### src/rtl/raw10_pkg.sv
// raw10_pkg
// Shared sizing constants and types for the RAW10 encoder slice.
//   PIX_W         - bits per pixel
//   PIX_PER_GRP   - pixels per input group
//   BYTES_PER_GRP - packed bytes produced per group
//   BUF_BYTES     - capacity of the encoder byte buffer
package raw10_pkg;

  localparam int PIX_W         = 10;
  localparam int PIX_PER_GRP   = 4;
  localparam int BYTES_PER_GRP = 5;
  localparam int BUF_BYTES     = 8;

  // Each pixel occupies a 16-bit lane of the input group.
  localparam int LANE_W = 16;
  localparam int GRP_W  = LANE_W * PIX_PER_GRP;
  localparam int PACK_W = 8 * BYTES_PER_GRP;
  localparam int BUF_W  = 8 * BUF_BYTES;

  // Byte occupancy of the buffer, 0..8.
  typedef logic [3:0] count_t;

  localparam count_t CNT_ZERO    = 4'd0;
  localparam count_t CNT_ONE     = 4'd1;
  localparam count_t CNT_TWO     = 4'd2;
  localparam count_t CNT_GRP     = 4'd5;
  // Highest occupancy at which a whole group still fits after one emission.
  localparam count_t CNT_RDY_MAX = 4'd5;

endpackage

### src/rtl/raw10_pack.sv
// raw10_pack
// Combinational RAW10 packer: four 10-bit pixels -> five bytes.
//   grp   [63:0] - pixel k in lane k bits [9:0]; lane bits [15:10] ignored
//   bytes [39:0] - byte k (k=0..3) = pixel k[9:2];
//                  byte 4 = {p3[1:0], p2[1:0], p1[1:0], p0[1:0]}
module raw10_pack
  import raw10_pkg::*;
(
  input  logic [GRP_W-1:0]  grp,
  output logic [PACK_W-1:0] bytes
);

  // The upper six bits of every lane carry no pixel data.
  logic unused_upper_s;
  assign unused_upper_s = ^{grp[63:58], grp[47:42], grp[31:26], grp[15:10]};

  // Split each pixel into its 8 MSBs (own byte) and 2 LSBs (shared fifth byte).
  always_comb begin
    bytes = {PACK_W{1'b0}};
    for (int k = 0; k < PIX_PER_GRP; k++) begin
      bytes[8*k +: 8] = grp[LANE_W*k + (PIX_W-8) +: 8];
      bytes[8*PIX_PER_GRP + (PIX_W-8)*k +: (PIX_W-8)] = grp[LANE_W*k +: (PIX_W-8)];
    end
  end

endmodule

### src/rtl/raw10_encoder.sv
// raw10_encoder
// Packs groups of four RAW10 pixels into a byte stream and emits it two bytes
// per cycle. An 8-byte FIFO buffer decouples 5-byte groups from 2-byte words;
// an odd-length line is closed with a zero-padded final word.
//   clk        - clock, all state on the rising edge
//   reset      - asynchronous active-low reset
//   pix_data   - four pixels, pixel k in [16k+9:16k]
//   pix_valid  - pix_data/pix_last valid
//   pix_last   - group is the final one of the line
//   pix_ready  - group accepted when pix_valid & pix_ready
//   dout       - first byte [7:0], second byte [15:8]; zero when idle
//   dout_valid - dout carries data
//   dout_last  - dout is the final word of the line
module raw10_encoder
  import raw10_pkg::*;
(
  input  logic             clk,
  input  logic             reset,
  input  logic [GRP_W-1:0] pix_data,
  input  logic             pix_valid,
  input  logic             pix_last,
  output logic             pix_ready,
  output logic [15:0]      dout,
  output logic             dout_valid,
  output logic             dout_last
);

  logic [PACK_W-1:0] pack_s;
  logic [BUF_W-1:0]  buf_r;
  logic [BUF_W-1:0]  buf_nxt_s;
  count_t            count_r;
  count_t            count_nxt_s;
  count_t            drop_s;
  count_t            base_s;
  logic              last_pending_r;
  logic              last_pending_nxt_s;
  logic              pix_ready_r;
  logic              pix_ready_nxt_s;
  logic [15:0]       dout_r;
  logic [15:0]       dout_nxt_s;
  logic              dout_valid_r;
  logic              dout_valid_nxt_s;
  logic              dout_last_r;
  logic              dout_last_nxt_s;
  logic              accept_s;

  raw10_pack u_pack (
    .grp   (pix_data),
    .bytes (pack_s)
  );

  assign accept_s = pix_valid & pix_ready_r;

  // Choose this cycle's emission from the oldest buffered bytes (byte 0 = oldest).
  always_comb begin
    dout_nxt_s       = 16'h0000;
    dout_valid_nxt_s = 1'b0;
    dout_last_nxt_s  = 1'b0;
    drop_s           = CNT_ZERO;
    if (count_r >= CNT_TWO) begin
      dout_nxt_s       = buf_r[15:0];
      dout_valid_nxt_s = 1'b1;
      dout_last_nxt_s  = last_pending_r & (count_r == CNT_TWO);
      drop_s           = CNT_TWO;
    end else if ((count_r == CNT_ONE) && last_pending_r) begin
      // Lone trailing byte of an odd-length line goes out padded.
      dout_nxt_s       = {8'h00, buf_r[7:0]};
      dout_valid_nxt_s = 1'b1;
      dout_last_nxt_s  = 1'b1;
      drop_s           = CNT_ONE;
    end else begin
      // A single byte mid-line waits for the next group to pair with.
      drop_s = CNT_ZERO;
    end
  end

  // Occupancy left after emission; an accepted group lands right behind it.
  assign base_s = count_r - drop_s;

  // Next buffer/count/last state: shift out emitted bytes, then append the group.
  always_comb begin
    buf_nxt_s          = buf_r >> {drop_s, 3'b000};
    count_nxt_s        = base_s;
    last_pending_nxt_s = last_pending_r;
    if (accept_s) begin
      // Bytes at or above the count are always zero, so OR-ing places the group.
      buf_nxt_s          = buf_nxt_s | ({{(BUF_W-PACK_W){1'b0}}, pack_s} << {base_s, 3'b000});
      count_nxt_s        = base_s + CNT_GRP;
      last_pending_nxt_s = pix_last;
    end else if (dout_last_nxt_s) begin
      last_pending_nxt_s = 1'b0;
    end else begin
      last_pending_nxt_s = last_pending_r;
    end
    // Ready is registered so it reads 0 during reset yet tracks the stored state.
    pix_ready_nxt_s = (count_nxt_s <= CNT_RDY_MAX) & ~last_pending_nxt_s;
  end

  // State and output registers; reset discards any partially buffered line.
  always_ff @(posedge clk or negedge reset) begin
    if (!reset) begin
      buf_r          <= {BUF_W{1'b0}};
      count_r        <= CNT_ZERO;
      last_pending_r <= 1'b0;
      pix_ready_r    <= 1'b0;
      dout_r         <= 16'h0000;
      dout_valid_r   <= 1'b0;
      dout_last_r    <= 1'b0;
    end else begin
      buf_r          <= buf_nxt_s;
      count_r        <= count_nxt_s;
      last_pending_r <= last_pending_nxt_s;
      pix_ready_r    <= pix_ready_nxt_s;
      dout_r         <= dout_nxt_s;
      dout_valid_r   <= dout_valid_nxt_s;
      dout_last_r    <= dout_last_nxt_s;
    end
  end

  assign pix_ready  = pix_ready_r;
  assign dout       = dout_r;
  assign dout_valid = dout_valid_r;
  assign dout_last  = dout_last_r;

endmodule

### config.mk
export PLATFORM = sky130hd
export DESIGN_NAME = raw10_encoder
export DESIGN_NICKNAME = d
export VERILOG_FILES = /design/src/rtl/raw10_pkg.sv /design/src/rtl/raw10_pack.sv /design/src/rtl/raw10_encoder.sv
export SDC_FILE = /design/constraint.sdc
export NUM_CORES = 1
export LEC_CHECK = 0
export ABC_AREA = 1
export CAP_MARGIN = 20
export CORE_MARGIN = 5
export CORE_UTILIZATION = 50
export DETAILED_ROUTE_END_ITERATION = 16
export PLACE_DENSITY = 0.82
export SYNTH_ARGS = -nofsm -noshare
export SYNTH_HDL_FRONTEND = slang
export SYNTH_HIERARCHICAL = 1
export SYNTH_SLANG_ARGS = --single-unit
export TNS_END_PERCENT = 30
### constraint.sdc
create_clock -name clk -period 2.55 [get_ports clk]
set_input_delay 0.51 -clock clk [delete_from_list [all_inputs] [get_ports clk]]
set_output_delay 0.51 -clock clk [all_outputs]
set_load 0.03 [all_outputs]
=== Word level (Yosys, flattened, before mapping) ===
Cells that the tools add are included.

* Input bits: 68
* Logic and storage cells: 32
* Output and inout bits: 19
* Register bits after elaboration: 88

* Equality and inequality tests: 2
* Shift-type cells: 2
* Add/subtract/negate cells: 2
* Order comparisons: 2
* Bitwise gates (word level): 5
* Mux-type cells: 11
* Reductions and logical operators: 1

{| class="wikitable"
|+ Operators by type and width
! cell !! count
|-
| 2-to-1 mux 64 bit || 1
|-
| OR 64 bit || 1
|-
| left shift 40 x 7 -> 64 bit || 1
|-
| >> shifter 64 x 7 -> 64 bit || 1
|-
| 2-to-1 mux 16 bit || 1
|-
| 2-to-1 mux 4 bit || 2
|-
| 2-to-1 mux 8 bit || 1
|-
| 2-to-1 mux 1 bit || 6
|-
| adder 4 x 3 -> 4 bit, second input constant || 1
|-
| == test 4 x 1 -> 1 bit, second input constant || 1
|-
| == test 4 x 2 -> 1 bit, second input constant || 1
|-
| greater-or-equal comparator 4 x 2 -> 1 bit, second input constant || 1
|-
| <= comparator 4 x 3 -> 1 bit, second input constant || 1
|-
| subtractor 4 bit || 1
|-
| bitwise AND 1 bit || 3
|-
| logical AND 1 bit || 1
|-
| inverter 1 bit || 1
|}

=== Depth between registers and ports, before layout ===
Gate-level depths: netlist of run 1.

* Word-level depth: 9
* Mapped depth: 17
* Depth with buffers taken out: 14

=== Modules after synthesis ===
Netlist of run 1, hierarchy kept.

{| class="wikitable"
|+ By module, submodules not included
! module !! seq. area each (µm²) !! instances !! area an instance (µm²) !! cells each
|-
| raw10_encoder || 2202.1 || 1 || 5751.8 || 901
|-
| raw10_pack || 0.0 || 1 || 300.3 || 40
|}

=== Worst setup path after synthesis of run 1 ===
No wires, ideal clock.

* Kind: reg-to-reg
* Start: register count_r[2]
* End: register buf_r[56]
* Path buffers: 3
* Path slack: -93 ps
* Stages on the path, launching flop included: 16
* Arrival: 2527 ps
* Setup time: 116 ps
* Cell sequence: dfrtp_1 nor2_2 nand2_2 buf_6 nor2_8 buf_4 ha_1 inv_1 fa_1 inv_2 buf_1 nand3_1 nand3_1 nand2_1 nand2_1 nand2_1

* Longest elaborated chain between the ends: 8
* Elaborated cells between the ends (all ways): 10
* Those cells by class: add/sub (1); order compare (1); eq/ne (1); shift (2); mux (3); bitwise (1); reduce/logical (1)

{| class="wikitable"
|+ Ends and longest elaborated chain
! item !! RTL line !! text
|-
| start: declaration || raw10_encoder.sv:31 || <nowiki>count_t count_r;</nowiki>
|-
| start signal: assignment || raw10_encoder.sv:111 || <nowiki>count_r <= count_nxt_s;</nowiki>
|-
| == test 4 x 1 -> 1 bit || raw10_encoder.sv:65 || <nowiki>end else if ((count_r == CNT_ONE) && last_pending_r) begin</nowiki>
|-
| logical AND 1 bit || raw10_encoder.sv:65 ||
|-
| 2-to-1 mux 1 bit || raw10_encoder.sv:65 ||
|-
| 2-to-1 mux 4 bit || raw10_encoder.sv:60 || <nowiki>if (count_r >= CNT_TWO) begin</nowiki>
|-
| subtractor 4 bit || raw10_encoder.sv:78 || <nowiki>assign base_s = count_r - drop_s;</nowiki>
|-
| left shift 40 x 7 -> 64 bit || raw10_encoder.sv:87 || <nowiki>buf_nxt_s = buf_nxt_s | ({{(BUF_W-PACK_W){1'b0}}, pack_s} << {base_s, 3'b000});</nowiki>
|-
| OR 64 bit || raw10_encoder.sv:87 ||
|-
| 2-to-1 mux 64 bit (*) || raw10_encoder.sv:85 || <nowiki>if (accept_s) begin</nowiki>
|-
| net buf_nxt_s[56] || raw10_encoder.sv:30 || <nowiki>logic [BUF_W-1:0] buf_nxt_s;</nowiki>
|-
| end signal: assignment || raw10_encoder.sv:102 || <nowiki>buf_r <= {BUF_W{1'b0}};</nowiki>
|-
| end signal: assignment || raw10_encoder.sv:110 || <nowiki>buf_r <= buf_nxt_s;</nowiki>
|-
| end: declaration || raw10_encoder.sv:29 || <nowiki>logic [BUF_W-1:0] buf_r;</nowiki>
|}

The timed path passes the listed nets; every way through them passes the cells marked *.

=== Worst setup path after layout of run 1 ===
* Start: register count_r[3]
* End: register pix_ready_r (netlist: pix_ready)

* Longest elaborated chain between the ends: 9
* Elaborated cells between the ends (all ways): 17
* Those cells by class: add/sub (2); order compare (2); eq/ne (2); mux (7); bitwise (3); reduce/logical (1)

{| class="wikitable"
|+ Ends and longest elaborated chain
! item !! RTL line !! text
|-
| == test 4 x 1 -> 1 bit || raw10_encoder.sv:65 ||
|-
| logical AND 1 bit || raw10_encoder.sv:65 ||
|-
| 2-to-1 mux 1 bit || raw10_encoder.sv:65 ||
|-
| 2-to-1 mux 4 bit (*) || raw10_encoder.sv:60 ||
|-
| subtractor 4 bit (*) || raw10_encoder.sv:78 ||
|-
| adder 4 x 3 -> 4 bit || raw10_encoder.sv:88 || <nowiki>count_nxt_s = base_s + CNT_GRP;</nowiki>
|-
| 2-to-1 mux 4 bit (*) || raw10_encoder.sv:85 ||
|-
| net count_nxt_s[1] || raw10_encoder.sv:32 || <nowiki>count_t count_nxt_s;</nowiki>
|-
| <= comparator 4 x 3 -> 1 bit (*) || raw10_encoder.sv:96 || <nowiki>pix_ready_nxt_s = (count_nxt_s <= CNT_RDY_MAX) & ~last_pending_nxt_s;</nowiki>
|-
| bitwise AND 1 bit (*) || raw10_encoder.sv:96 ||
|-
| net pix_ready_nxt_s || raw10_encoder.sv:38 || <nowiki>logic pix_ready_nxt_s;</nowiki>
|-
| end signal: assignment || raw10_encoder.sv:113 || <nowiki>pix_ready_r <= pix_ready_nxt_s;</nowiki>
|-
| end: declaration || raw10_encoder.sv:37 || <nowiki>logic pix_ready_r;</nowiki>
|}

Marked as above.

==> flow_results.xml, run 1 <==
<?xml version="1.0" encoding="UTF-8"?>
<metrics>
  <group name="timing">
    <metric name="final_hold_viol_count" unit="">0</metric>
    <metric name="totalNegativeSetupSlack" unit="ns">0</metric>
    <metric name="timing_max_transition_violations_final" unit="">0</metric>
    <metric name="post-route-period-util" unit="">0.9827</metric>
    <metric name="grt_setup_unrepaired" unit="">yes</metric>
    <metric name="report.final.setup_viol" unit="">0</metric>
    <metric name="fin_hold_ws" unit="ns">0.07471</metric>
    <metric name="period_needed" unit="ns">2.506</metric>
    <metric name="worst_clock_skew" unit="ns">0.006957</metric>
    <metric name="fmax" unit="GHz">0.3991</metric>
    <metric name="postLayoutSetupSlackWorst" unit="ns">0.04422</metric>
    <metric name="timing_worst_slew_pin_value" unit="ns">0.5522</metric>
    <metric name="relSlewSlack" unit="">0.6313</metric>
  </group>
  <group name="power">
    <metric name="switching_share" unit="">0.4916</metric>
    <metric name="vdd_drop_max" unit="mV">1.567</metric>
    <metric name="design_power_total" unit="mW">10.32</metric>
    <metric name="power_report.internal_total" unit="mW">5.245</metric>
    <metric name="total_switching_power" unit="mW">5.072</metric>
    <metric name="power_frac_comb" unit="">0.671</metric>
    <metric name="power_frac_seq" unit="">0.213</metric>
    <metric name="power.density_cell_area" unit="nW/µm²">1478</metric>
    <metric name="power.static_leakage" unit="nW">3.647</metric>
    <metric name="share_clk_of_total_power" unit="">0.115</metric>
  </group>
  <group name="worst_setup_path">
    <metric name="worst-endpoint-required" unit="ns">2.79</metric>
    <metric name="worst_r2r_startpoint" unit="">count_r[3]</metric>
    <metric name="cp-endpoint" unit="">pix_ready</metric>
    <metric name="worst_ep_arrival_time" unit="ns">2.74</metric>
    <metric name="worstSetupPathType" unit="">reg2reg</metric>
    <metric name="crit_fanout" unit="">14</metric>
    <metric name="critical_path_source" unit="">count_r[3]</metric>
    <metric name="timing.critical_path.to_type" unit="">register</metric>
    <metric name="start_kind" unit="">register</metric>
    <metric name="ff2ff_setup_slack" unit="ns">0.04</metric>
    <metric name="worst_r2r_path_depth" unit="">12</metric>
    <metric name="r2r_end" unit="">pix_ready</metric>
  </group>
  <group name="clock_network">
    <metric name="tritoncts.num_buffers" unit="">9</metric>
    <metric name="htreeDepth" unit="">3</metric>
    <metric name="cts_hold_buf" unit="">0</metric>
    <metric name="root_buffer" unit="">sky130_fd_sc_hd__clkbuf_16</metric>
    <metric name="numClockSinks" unit="">88</metric>
    <metric name="clk_transition_reported_paths" unit="ns">0.06</metric>
    <metric name="clock_latency" unit="ns">0.34</metric>
    <metric name="cts_tree" unit="">done</metric>
    <metric name="max-clock-path-buffers" unit="">2</metric>
  </group>
  <group name="global_route">
    <metric name="grt_pass1_wl" unit="µm">23810</metric>
    <metric name="grt_pass1_vias" unit="">5044</metric>
    <metric name="grt_remaining_overflow" unit="">0</metric>
    <metric name="antenna_found_initial" unit="">0</metric>
    <metric name="grt_start_max_net_pins" unit="">48</metric>
    <metric name="grt_usage" unit="">0.2010</metric>
  </group>
  <group name="finish">
    <metric name="final_net_count" unit="">1028</metric>
    <metric name="layout.area.seq" unit="µm²">2203</metric>
    <metric name="antenna_cells" unit="">0</metric>
    <metric name="layout.cell_area.non_filler" unit="µm²">6980</metric>
    <metric name="total_area_of_multi_input_combinational_cells" unit="µm²">2983</metric>
    <metric name="final.fill_count" unit="">1089</metric>
    <metric name="area.growth.synth_to_final" unit="%">15.34</metric>
    <metric name="post_route_cells_drive_above_1_share" unit="">0.08949</metric>
  </group>
  <group name="route">
    <metric name="route.antenna.remaining_nets" unit="">0</metric>
    <metric name="total_number_of_vias" unit="">5595</metric>
    <metric name="avgRoutedWirePerCell" unit="µm">12.99</metric>
    <metric name="detail_route.wirelength" unit="µm">14390</metric>
    <metric name="remaining_drc_errors" unit="">0</metric>
    <metric name="drt_iter0_drc" unit="">578</metric>
    <metric name="vias_per_cell" unit="">5.050</metric>
    <metric name="detail_route.first_pass.iterations" unit="">6</metric>
  </group>
  <group name="synth">
    <metric name="yosys.cell_types.count" unit="">30</metric>
    <metric name="synth-seq-cells" unit="">88</metric>
    <metric name="synth.yosys.seq_area_share" unit="">0.3639</metric>
    <metric name="yosys_warnings" unit="">6</metric>
    <metric name="syn_nets" unit="">1013</metric>
    <metric name="postSynth.asyncResetShare" unit="">1.000</metric>
    <metric name="per_instance_average_area_after_synthesis" unit="µm²">6.432</metric>
    <metric name="netlist_top_cells_area" unit="">sky130_fd_sc_hd__dfrtp_1 36%, sky130_fd_sc_hd__nand2_1 23%, sky130_fd_sc_hd__nand3_1 9.8%, sky130_fd_sc_hd__buf_4 6.0%, sky130_fd_sc_hd__inv_1 5.4%</metric>
    <metric name="netlist_instances" unit="">941</metric>
    <metric name="synth-main-ff-cell" unit="">sky130_fd_sc_hd__dfrtp_1</metric>
    <metric name="synth_area" unit="µm²">6052</metric>
    <metric name="synth_largest_type_area_fraction" unit="">0.3639</metric>
    <metric name="synth_largest_area_cell" unit="">sky130_fd_sc_hd__dfrtp_1</metric>
    <metric name="synth-edff-count" unit="">0</metric>
  </group>
  <group name="placed_design">
    <metric name="place.gp.congestion" unit="">0.8770</metric>
    <metric name="pre_cts_slack" unit="ns">0.03942</metric>
    <metric name="number_of_port_buffers" unit="">62</metric>
    <metric name="post_dp_cell_area" unit="µm²">6515</metric>
    <metric name="detailed_place_hpwl" unit="µm">9985</metric>
  </group>
  <group name="die">
    <metric name="dieHeight" unit="µm">120.0</metric>
    <metric name="dieArea" unit="µm²">14400</metric>
    <metric name="core.rowCount" unit="">40</metric>
    <metric name="start_util" unit="">0.5060</metric>
    <metric name="core-area" unit="µm²">11960</metric>
    <metric name="die_w" unit="µm">120.0</metric>
    <metric name="boundaryPins" unit="">87</metric>
  </group>
  <group name="hold_path">
    <metric name="holdCritPathClass" unit="">in2async</metric>
  </group>
  <group name="run">
    <metric name="maxCapViolCount" unit="">0</metric>
  </group>
  <group name="outcome">
    <metric name="run_status" unit="">complete, no violations</metric>
  </group>
</metrics>
[worst max-delay path, stage by stage (launching register included)]
cell and delay [ns]:
sky130_fd_sc_hd__dfrtp_2 0.44, sky130_fd_sc_hd__nor2_4 0.12, sky130_fd_sc_hd__nand2_4 0.08, sky130_fd_sc_hd__nor2_8 0.10
sky130_fd_sc_hd__ha_4 0.13, sky130_fd_sc_hd__inv_2 0.04, sky130_fd_sc_hd__fa_2 0.72, sky130_fd_sc_hd__clkinv_4 0.18
sky130_fd_sc_hd__buf_12 0.18, sky130_fd_sc_hd__o21ai_1 0.17, sky130_fd_sc_hd__nand2_1 0.08, sky130_fd_sc_hd__nand3_1 0.10
sky130_fd_sc_hd__nor2_1 0.05
[through the flow]
step / utilization / instances
2_1_floorplan: - / 941
3_3_place_gp: 0.5447 / 1084
3_5_place_dp: 0.5447 / 1084
4_1_cts: 0.5669 / 1100
5_1_grt: 0.5836 / 1108
6_report: 0.5836 / 1108
[Yosys cell counts, types with 7 or more instances]
library cell / number
sky130_fd_sc_hd__buf_4: 48
sky130_fd_sc_hd__inv_1: 87
sky130_fd_sc_hd__nor2_1: 78
sky130_fd_sc_hd__or2_2: 8
sky130_fd_sc_hd__o21ai_0: 53
sky130_fd_sc_hd__dfrtp_1: 88
sky130_fd_sc_hd__nand3_1: 118
sky130_fd_sc_hd__buf_2: 28
sky130_fd_sc_hd__nand2_1: 367
sky130_fd_sc_hd__nor3_1: 8
sky130_fd_sc_hd__clkbuf_1: 7
sky130_fd_sc_hd__a21oi_1: 12
[power by group through the flow]
| stage | Clock [mW] | Sequential, mW | Combinational [mW] |
|---|---|---|---|
| 3_3_place_gp | 0 | 2.20 | 6.08 |
| 6_report | 1.19 | 2.20 | 6.92 |
| 5_1_grt | 1.26 | 2.26 | 7.71 |
| 3_5_place_dp | 0 | 2.21 | 6.19 |
| 2_1_floorplan | 0 | 2.44 | 4.49 |
| 4_1_cts | 1.20 | 2.19 | 6.24 |
[repair_timing]
item	4_1_cts	5_1_grt
resized for setup	0	26
setup buffers	0	6
setup endpoints to repair	0	51
[cell type report]
type,count,share of cell area
clock buffers,12,0.03531
repair buffers,94,0.1423
inverters,92,0.05019
flip-flops and latches,88,0.3156
multi-input cells,671,0.4273
clock inverters,4,0.002868
well taps,147,0.02635
[sequential cells by signal, indices dropped and copies added, names as in the netlist]
name	cells
last_pending_r	1
dout	16
pix_ready	1
count_r	4
dout_valid	1
buf_r	64
dout_last	1
[metal layers]
layer / global-route usage / routed length [µm]
met1: 0.3002 / 7026
met2: 0.2996 / 6221
met4: 0.06442 / 189
met5: 0 / 0
met3: 0.02828 / 951
[cell families after synthesis]
group / synth area share
buffers and inverters: 0.1536
AOI/OAI and AO/OA: 0.06078
and+or+nand+nor: 0.4108
adders and majority gates: 0.009511
DFF: 0.3639
xor gates and xnor gates: 0.001447
[worst min path at each step]
| stage | end | slack [ns] | from | depth (start not counted) |
|---|---|---|---|---|
| 6_report | count_r[1] | 0.07 | reset | 1 |
| 5_1_grt | count_r[2] | 0.11 | reset | 1 |
| 4_1_cts | count_r[3] | 0.08 | reset | 1 |
| 3_5_place_dp | count_r[3] | 0.45 | reset | 1 |
| 3_3_place_gp | dout[0] | 0.44 | buf_r[0] | 2 |
| 2_1_floorplan | buf_r[0] | 0.21 | reset | 0 |
[placed cells by master (no fill, tap or decap), types with 3 or more instances in the layout]
cell,netlist,layout
sky130_fd_sc_hd__clkdlybuf4s50_1,0,61
sky130_fd_sc_hd__nand3_1,118,115
sky130_fd_sc_hd__nor2_4,3,4
sky130_fd_sc_hd__nand2_1,367,362
sky130_fd_sc_hd__inv_2,4,4
sky130_fd_sc_hd__nand3_2,0,3
sky130_fd_sc_hd__nor3_1,8,6
sky130_fd_sc_hd__o21ai_0,53,51
sky130_fd_sc_hd__clkinv_2,0,4
sky130_fd_sc_hd__o21ai_1,4,6
sky130_fd_sc_hd__a21oi_1,12,12
sky130_fd_sc_hd__dfrtp_1,88,87
sky130_fd_sc_hd__buf_12,0,8
sky130_fd_sc_hd__a22oi_1,3,3
sky130_fd_sc_hd__inv_1,87,86
sky130_fd_sc_hd__nand2_2,5,9
sky130_fd_sc_hd__buf_4,48,23
sky130_fd_sc_hd__clkbuf_16,0,11
sky130_fd_sc_hd__nor2_1,78,78
sky130_fd_sc_hd__or2_2,8,8
No activity file was read; power rests on OpenSTA's default activity.
==> run 2: changes to the inputs <==
--- a/config.mk
+++ b/config.mk
@@ -9,7 +9,9 @@
 export CAP_MARGIN = 20
 export CORE_MARGIN = 5
 export CORE_UTILIZATION = 50
+export CTS_CLUSTER_SIZE = 25
 export DETAILED_ROUTE_END_ITERATION = 16
+export MAX_ROUTING_LAYER = met4
 export PLACE_DENSITY = 0.82
 export SYNTH_ARGS = -nofsm -noshare
 export SYNTH_HDL_FRONTEND = slang
==> flow_results.xml, run 2 (synthesis gave the netlist of run 1 again) <==
<?xml version="1.0" encoding="UTF-8"?>
<metrics>
  <group name="route">
    <metric name="remaining_drc_errors" unit="">0</metric>
    <metric name="detail_route.wirelength" unit="µm">14880</metric>
    <metric name="detail_route.first_pass.iterations" unit="">5</metric>
    <metric name="drt_iter0_drc" unit="">669</metric>
    <metric name="total_number_of_vias" unit="">5739</metric>
    <metric name="avgRoutedWirePerCell" unit="µm">13.36</metric>
    <metric name="vias_per_cell" unit="">5.156</metric>
    <metric name="route.antenna.remaining_nets" unit="">0</metric>
  </group>
  <group name="clock_network">
    <metric name="max-clock-path-buffers" unit="">2</metric>
    <metric name="tritoncts.num_buffers" unit="">9</metric>
    <metric name="cts_tree" unit="">done</metric>
    <metric name="root_buffer" unit="">sky130_fd_sc_hd__clkbuf_16</metric>
    <metric name="numClockSinks" unit="">88</metric>
    <metric name="clk_transition_reported_paths" unit="ns">0.06</metric>
    <metric name="clock_latency" unit="ns">0.34</metric>
    <metric name="htreeDepth" unit="">3</metric>
    <metric name="cts_hold_buf" unit="">0</metric>
  </group>
  <group name="worst_setup_path">
    <metric name="worst_path_cell_trace" unit="">nor2_2, nand2_2, nor2_8, ha_4, inv_1, fa_2, buf_6, clkbuf_16, nor3_1, nand2_1, nand3_1</metric>
    <metric name="worstSetupPathType" unit="">reg2reg</metric>
    <metric name="largest_stage_delay_worst_path" unit="ns">0.55</metric>
    <metric name="cp_slowest_cell" unit="">sky130_fd_sc_hd__fa_2</metric>
    <metric name="crit_fanout" unit="">9</metric>
    <metric name="worst-endpoint-required" unit="ns">2.83</metric>
    <metric name="critPathTopFamily" unit="">simple AND/OR/NAND/NOR gates</metric>
    <metric name="worst_ep_arrival_time" unit="ns">2.78</metric>
    <metric name="start_kind" unit="">register</metric>
    <metric name="critical_path_buffers_and_inverters" unit="">3</metric>
    <metric name="timing.critical_path.to_type" unit="">register</metric>
  </group>
  <group name="finish">
    <metric name="largest_register_ffs" unit="">64</metric>
    <metric name="antenna_cells" unit="">0</metric>
    <metric name="largest_register" unit="">buf_r</metric>
    <metric name="layoutNonFillerInstCount" unit="">1113</metric>
    <metric name="mostFrequentLayoutCells" unit="">364 x sky130_fd_sc_hd__nand2_1, 114 x sky130_fd_sc_hd__nand3_1, 88 x sky130_fd_sc_hd__dfrtp_1</metric>
    <metric name="final_net_count" unit="">1033</metric>
    <metric name="post_route_cells_drive_above_1_share" unit="">0.09627</metric>
    <metric name="layout.cell_area.non_filler" unit="µm²">7079</metric>
    <metric name="area.growth.synth_to_final" unit="%">16.97</metric>
    <metric name="final_standard_cell_utilization_of_the_core" unit="">0.5918</metric>
    <metric name="mostFrequentLayoutCell" unit="">sky130_fd_sc_hd__nand2_1</metric>
  </group>
  <group name="power">
    <metric name="power.static_leakage" unit="nW">3.696</metric>
    <metric name="power.density_cell_area" unit="nW/µm²">1520</metric>
    <metric name="power_frac_seq" unit="">0.203</metric>
    <metric name="share_clk_of_total_power" unit="">0.122</metric>
    <metric name="total_switching_power" unit="mW">5.265</metric>
    <metric name="vdd_drop_max" unit="mV">1.464</metric>
    <metric name="power_frac_comb" unit="">0.676</metric>
    <metric name="design_power_total" unit="mW">10.76</metric>
    <metric name="switching_share" unit="">0.4894</metric>
    <metric name="power_report.internal_total" unit="mW">5.494</metric>
  </group>
  <group name="timing">
    <metric name="totalNegativeSetupSlack" unit="ns">0</metric>
    <metric name="timing_worst_slew_pin_value" unit="ns">0.5756</metric>
    <metric name="grt_setup_unrepaired" unit="">yes</metric>
    <metric name="postLayoutSetupSlackWorst" unit="ns">0.04190</metric>
    <metric name="final_hold_viol_count" unit="">0</metric>
    <metric name="fin_hold_ws" unit="ns">0.04569</metric>
    <metric name="report.final.setup_viol" unit="">0</metric>
    <metric name="period_needed" unit="ns">2.508</metric>
    <metric name="post-route-period-util" unit="">0.9836</metric>
    <metric name="fmax" unit="GHz">0.3987</metric>
    <metric name="worst_clock_skew" unit="ns">0.006010</metric>
    <metric name="relSlewSlack" unit="">0.6157</metric>
    <metric name="timing_max_transition_violations_final" unit="">0</metric>
  </group>
  <group name="die">
    <metric name="die_w" unit="µm">120.0</metric>
    <metric name="core-area" unit="µm²">11960</metric>
    <metric name="boundaryPins" unit="">87</metric>
    <metric name="dieHeight" unit="µm">120.0</metric>
    <metric name="core.rowCount" unit="">40</metric>
    <metric name="dieArea" unit="µm²">14400</metric>
    <metric name="start_util" unit="">0.5060</metric>
  </group>
  <group name="global_route">
    <metric name="antenna_found_initial" unit="">0</metric>
    <metric name="globalRoute.busiestLayer" unit="">met1</metric>
    <metric name="groute.layer.met1.usage" unit="">0.3070</metric>
    <metric name="grt_use_met2" unit="">0.2926</metric>
    <metric name="grt_pass1_wl" unit="µm">23570</metric>
    <metric name="grt_remaining_overflow" unit="">0</metric>
    <metric name="grt_start_max_net_pins" unit="">49</metric>
    <metric name="grt_util_met3" unit="">0.01838</metric>
    <metric name="grt_usage" unit="">0.2049</metric>
    <metric name="grt_pass1_vias" unit="">4887</metric>
  </group>
  <group name="placed_design">
    <metric name="number_of_port_buffers" unit="">62</metric>
    <metric name="post_dp_cell_area" unit="µm²">6515</metric>
    <metric name="place.gp.congestion" unit="">0.8818</metric>
    <metric name="post-place-cells" unit="">1084</metric>
    <metric name="detailed_place_hpwl" unit="µm">9952</metric>
    <metric name="pre_cts_slack" unit="ns">0.02753</metric>
  </group>
  <group name="run">
    <metric name="maxCapViolCount" unit="">0</metric>
  </group>
  <group name="outcome">
    <metric name="run_status" unit="">complete, no violations</metric>
  </group>
  <group name="hold_path">
    <metric name="holdCritPathClass" unit="">in2async</metric>
  </group>
</metrics>
-- run 2: final timing paths --
check	end	startpoint	cells past startpoint	slack (ns)
setup reg to reg	buf_r[8]	count_r[3]	11	0.04
min in group clk	dout[0]	buf_r[0]	2	0.46
hold / removal	pix_ready	reset	1	0.05
hold reg to reg	dout[0]	buf_r[0]	2	0.46
setup / recovery	buf_r[8]	count_r[3]	11	0.04
max in group asynchronous	dout[14]	reset	2	1.95
-- run 2: power by group through the flow --
stage                     Sequential [mW]  Combinational (mW)  Clock (mW)
after floorplan                      2.44                4.49           0
after global placement               2.20                6.10           0
after detailed placement             2.21                6.21           0
after CTS                            2.18                6.25        1.33
after global routing                 2.24                8.05        1.40
final                                2.18                7.27        1.31
-- run 2: timing repair --
action                                  in CTS  in global routing
setup buffers                                0                  9
endpoints found under the hold margin        0                  0
endpoints found under the setup margin       0                 45
resized for setup                            0                 25
-- run 2: cell type report --
class	instances	area, µm²
clock inverter	6	58.81
clock buffer	10	239.0
fill	1104	4882
timing repair buffer	98	1031
multi-input combinational	672	3017
tap	147	183.9
inverter	92	347.8
sequential	88	2202
-- run 2: metal layers --
| metal | share of wire | vias up |
|---|---|---|
| met5 | 0 | - |
| met4 | 0.015 | 0 |
| met3 | 0.073 | 18 |
| met2 | 0.45 | 228 |
| met1 | 0.47 | 2569 |
| li1 | - | 2924 |
-- run 2: worst register-to-register path: cells and delay by family (launching register included) --
kind / cells / cell delay [ns]
fa+ha+maj: 2 / 0.68
flops: 1 / 0.42
buf+inv: 3 / 0.39
simple gates: 6 / 0.95
==> run 3: changes to the inputs <==
--- a/config.mk
+++ b/config.mk
@@ -12,7 +12,7 @@
 export CTS_CLUSTER_SIZE = 25
 export DETAILED_ROUTE_END_ITERATION = 16
 export MAX_ROUTING_LAYER = met4
-export PLACE_DENSITY = 0.82
+export PLACE_DENSITY = 0.77
 export SYNTH_ARGS = -nofsm -noshare
 export SYNTH_HDL_FRONTEND = slang
 export SYNTH_HIERARCHICAL = 1
==> constraint.sdc (replaced) <==
create_clock -name clk -period 2.55 [get_ports clk]
set_input_delay 0.765 -clock clk [delete_from_list [all_inputs] [get_ports clk]]
set_output_delay 0.765 -clock clk [all_outputs]
set_load 0.03 [all_outputs]
==> flow_results.xml, run 3 (synthesis gave the netlist of run 1 again) <==
<?xml version="1.0" encoding="UTF-8"?>
<metrics>
  <group name="global_route">
    <metric name="grt_pass1_wl" unit="µm">23560</metric>
    <metric name="grt_pass1_vias" unit="">4753</metric>
    <metric name="antenna_found_initial" unit="">0</metric>
    <metric name="grt_start_max_net_pins" unit="">89</metric>
    <metric name="grt_remaining_overflow" unit="">0</metric>
    <metric name="grt_usage" unit="">0.2037</metric>
  </group>
  <group name="power">
    <metric name="design_power_total" unit="mW">10.40</metric>
    <metric name="vdd_drop_max" unit="mV">2.160</metric>
    <metric name="power.static_leakage" unit="nW">3.656</metric>
    <metric name="power.density_cell_area" unit="nW/µm²">1488</metric>
  </group>
  <group name="worst_setup_path">
    <metric name="worst-endpoint-required" unit="ns">2.82</metric>
    <metric name="crit_fanout" unit="">7</metric>
    <metric name="worstSetupPathType" unit="">reg2reg</metric>
    <metric name="critical_path_source" unit="">count_r[3]</metric>
    <metric name="worst_ep_arrival_time" unit="ns">2.76</metric>
    <metric name="start_kind" unit="">register</metric>
    <metric name="timing.critical_path.to_type" unit="">register</metric>
    <metric name="worst_r2r_startpoint" unit="">count_r[3]</metric>
  </group>
  <group name="run">
    <metric name="maxCapViolCount" unit="">0</metric>
  </group>
  <group name="die">
    <metric name="dieArea" unit="µm²">14400</metric>
    <metric name="die_w" unit="µm">120.0</metric>
    <metric name="core.rowCount" unit="">40</metric>
    <metric name="core-area" unit="µm²">11960</metric>
    <metric name="dieHeight" unit="µm">120.0</metric>
    <metric name="boundaryPins" unit="">87</metric>
    <metric name="start_util" unit="">0.5060</metric>
  </group>
  <group name="clock_network">
    <metric name="max-clock-path-buffers" unit="">2</metric>
    <metric name="root_buffer" unit="">sky130_fd_sc_hd__clkbuf_16</metric>
    <metric name="tritoncts.num_buffers" unit="">9</metric>
    <metric name="cts_hold_buf" unit="">0</metric>
    <metric name="clock_latency" unit="ns">0.33</metric>
    <metric name="htreeDepth" unit="">3</metric>
    <metric name="cts_tree" unit="">done</metric>
    <metric name="numClockSinks" unit="">88</metric>
    <metric name="clk_transition_reported_paths" unit="ns">0.06</metric>
  </group>
  <group name="route">
    <metric name="drt_iter0_drc" unit="">429</metric>
    <metric name="avgRoutedWirePerCell" unit="µm">12.84</metric>
    <metric name="total_number_of_vias" unit="">5512</metric>
    <metric name="detail_route.wirelength" unit="µm">14280</metric>
    <metric name="vias_per_cell" unit="">4.957</metric>
    <metric name="route.antenna.remaining_nets" unit="">0</metric>
    <metric name="remaining_drc_errors" unit="">0</metric>
    <metric name="detail_route.first_pass.iterations" unit="">6</metric>
  </group>
  <group name="finish">
    <metric name="largest_register" unit="">buf_r</metric>
    <metric name="area.growth.synth_to_final" unit="%">15.51</metric>
    <metric name="final_standard_cell_utilization_of_the_core" unit="">0.5844</metric>
    <metric name="mostFrequentLayoutCells" unit="">366 x sky130_fd_sc_hd__nand2_1, 116 x sky130_fd_sc_hd__nand3_1, 88 x sky130_fd_sc_hd__dfrtp_1</metric>
    <metric name="mostFrequentLayoutCell" unit="">sky130_fd_sc_hd__nand2_1</metric>
    <metric name="final_net_count" unit="">1034</metric>
    <metric name="post_route_cells_drive_above_1_share" unit="">0.08497</metric>
    <metric name="largest_register_ffs" unit="">64</metric>
    <metric name="antenna_cells" unit="">0</metric>
  </group>
  <group name="timing">
    <metric name="worst_clock_skew" unit="ns">0.003963</metric>
    <metric name="relSlewSlack" unit="">0.6316</metric>
    <metric name="post-route-period-util" unit="">0.9741</metric>
    <metric name="fmax" unit="GHz">0.4026</metric>
    <metric name="report.final.setup_viol" unit="">0</metric>
    <metric name="totalNegativeSetupSlack" unit="ns">0</metric>
    <metric name="period_needed" unit="ns">2.484</metric>
    <metric name="fin_hold_ws" unit="ns">0.4246</metric>
    <metric name="timing_max_transition_violations_final" unit="">0</metric>
    <metric name="final_hold_viol_count" unit="">0</metric>
    <metric name="postLayoutSetupSlackWorst" unit="ns">0.06592</metric>
    <metric name="timing_worst_slew_pin_value" unit="ns">0.5518</metric>
  </group>
  <group name="placed_design">
    <metric name="pre_cts_slack" unit="ns">0.07156</metric>
    <metric name="number_of_port_buffers" unit="">62</metric>
    <metric name="detailed_place_hpwl" unit="µm">9563</metric>
    <metric name="place.gp.congestion" unit="">0.9108</metric>
  </group>
  <group name="outcome">
    <metric name="run_status" unit="">complete, no violations</metric>
  </group>
  <group name="hold_path">
    <metric name="holdCritPathClass" unit="">in2async</metric>
  </group>
</metrics>
==> run 3: cell count changes in the layout (fill, tap and decap cells not counted), sizes merged <==
cell	before	now
buf	34	35
bufinv	1	0
clkbuf	13	16
clkinv	6	4
inv	91	90
nand2	374	373
==> run 3: power breakdown <==
part / internal (mW) / leakage (nW) / switching, mW
logic: 2.71 / 2.38 / 4.35
registers: 1.95 / 1.15 / 0.228
clock network: 0.675 / 0.126 / 0.494
total: 5.33 / 3.66 / 5.07
==> run 3: repair_timing <==
action,4_1_cts,5_1_grt
resized for setup,0,16
setup endpoints to repair,0,40
buffers inserted,0,9
hold endpoints to repair,0,0
==> run 3: metrics by stage <==
step | instance area, µm² | cells
after global placement | 6530 | 1086
final | 6990 | 1112
after floorplan | 6057 | 941
after CTS | 6785 | 1100
after detailed placement | 6530 | 1086
after global routing | 6990 | 1112
==> run 3: layout make-up <==
type,count,area (µm²)
fillers,1124,4971
multi-input cells,671,2959
flip-flops and latches,88,2202
repair buffers,99,1035
inverters,92,350.3
clock buffers,13,250.2
well taps,147,183.9
clock inverters,1,5.005
repair inverters,1,5.005
==> run 3: worst max-delay path, cell delays in order (launching register included) <==
cell	delay, ns
sky130_fd_sc_hd__dfrtp_1	0.38
sky130_fd_sc_hd__nor2_2	0.15
sky130_fd_sc_hd__nand2_2	0.12
sky130_fd_sc_hd__nor2_8	0.11
sky130_fd_sc_hd__ha_4	0.13
sky130_fd_sc_hd__inv_2	0.04
sky130_fd_sc_hd__fa_2	0.70
sky130_fd_sc_hd__clkinv_4	0.16
sky130_fd_sc_hd__buf_4	0.17
sky130_fd_sc_hd__nand3_1	0.11
sky130_fd_sc_hd__nand2_1	0.07
sky130_fd_sc_hd__nor2_1	0.11
sky130_fd_sc_hd__nand2_1	0.09
sky130_fd_sc_hd__nand2_1	0.07
==> run 3: path summary, 6_finish.rpt <==
check / end / slack (ns) / cells after the start
worst max-delay path: buf_r[31] / 0.07 / 13
worst min-delay path: count_r[1] / 0.42 / 2
worst max register to register: buf_r[31] / 0.07 / 13
worst min register to register: dout[1] / 0.46 / 2
max in group asynchronous: buf_r[13] / 1.72 / 2
min in group clk: dout[1] / 0.46 / 2
==> run 3: per-layer routing <==
layer / up-vias / track usage / wire (µm)
li1: 2915 / - / -
met1: 2404 / 0.3243 / 7314
met2: 177 / 0.2687 / 5906
met3: 16 / 0.02545 / 852
met4: 0 / 0.05369 / 206
met5: - / - / 0
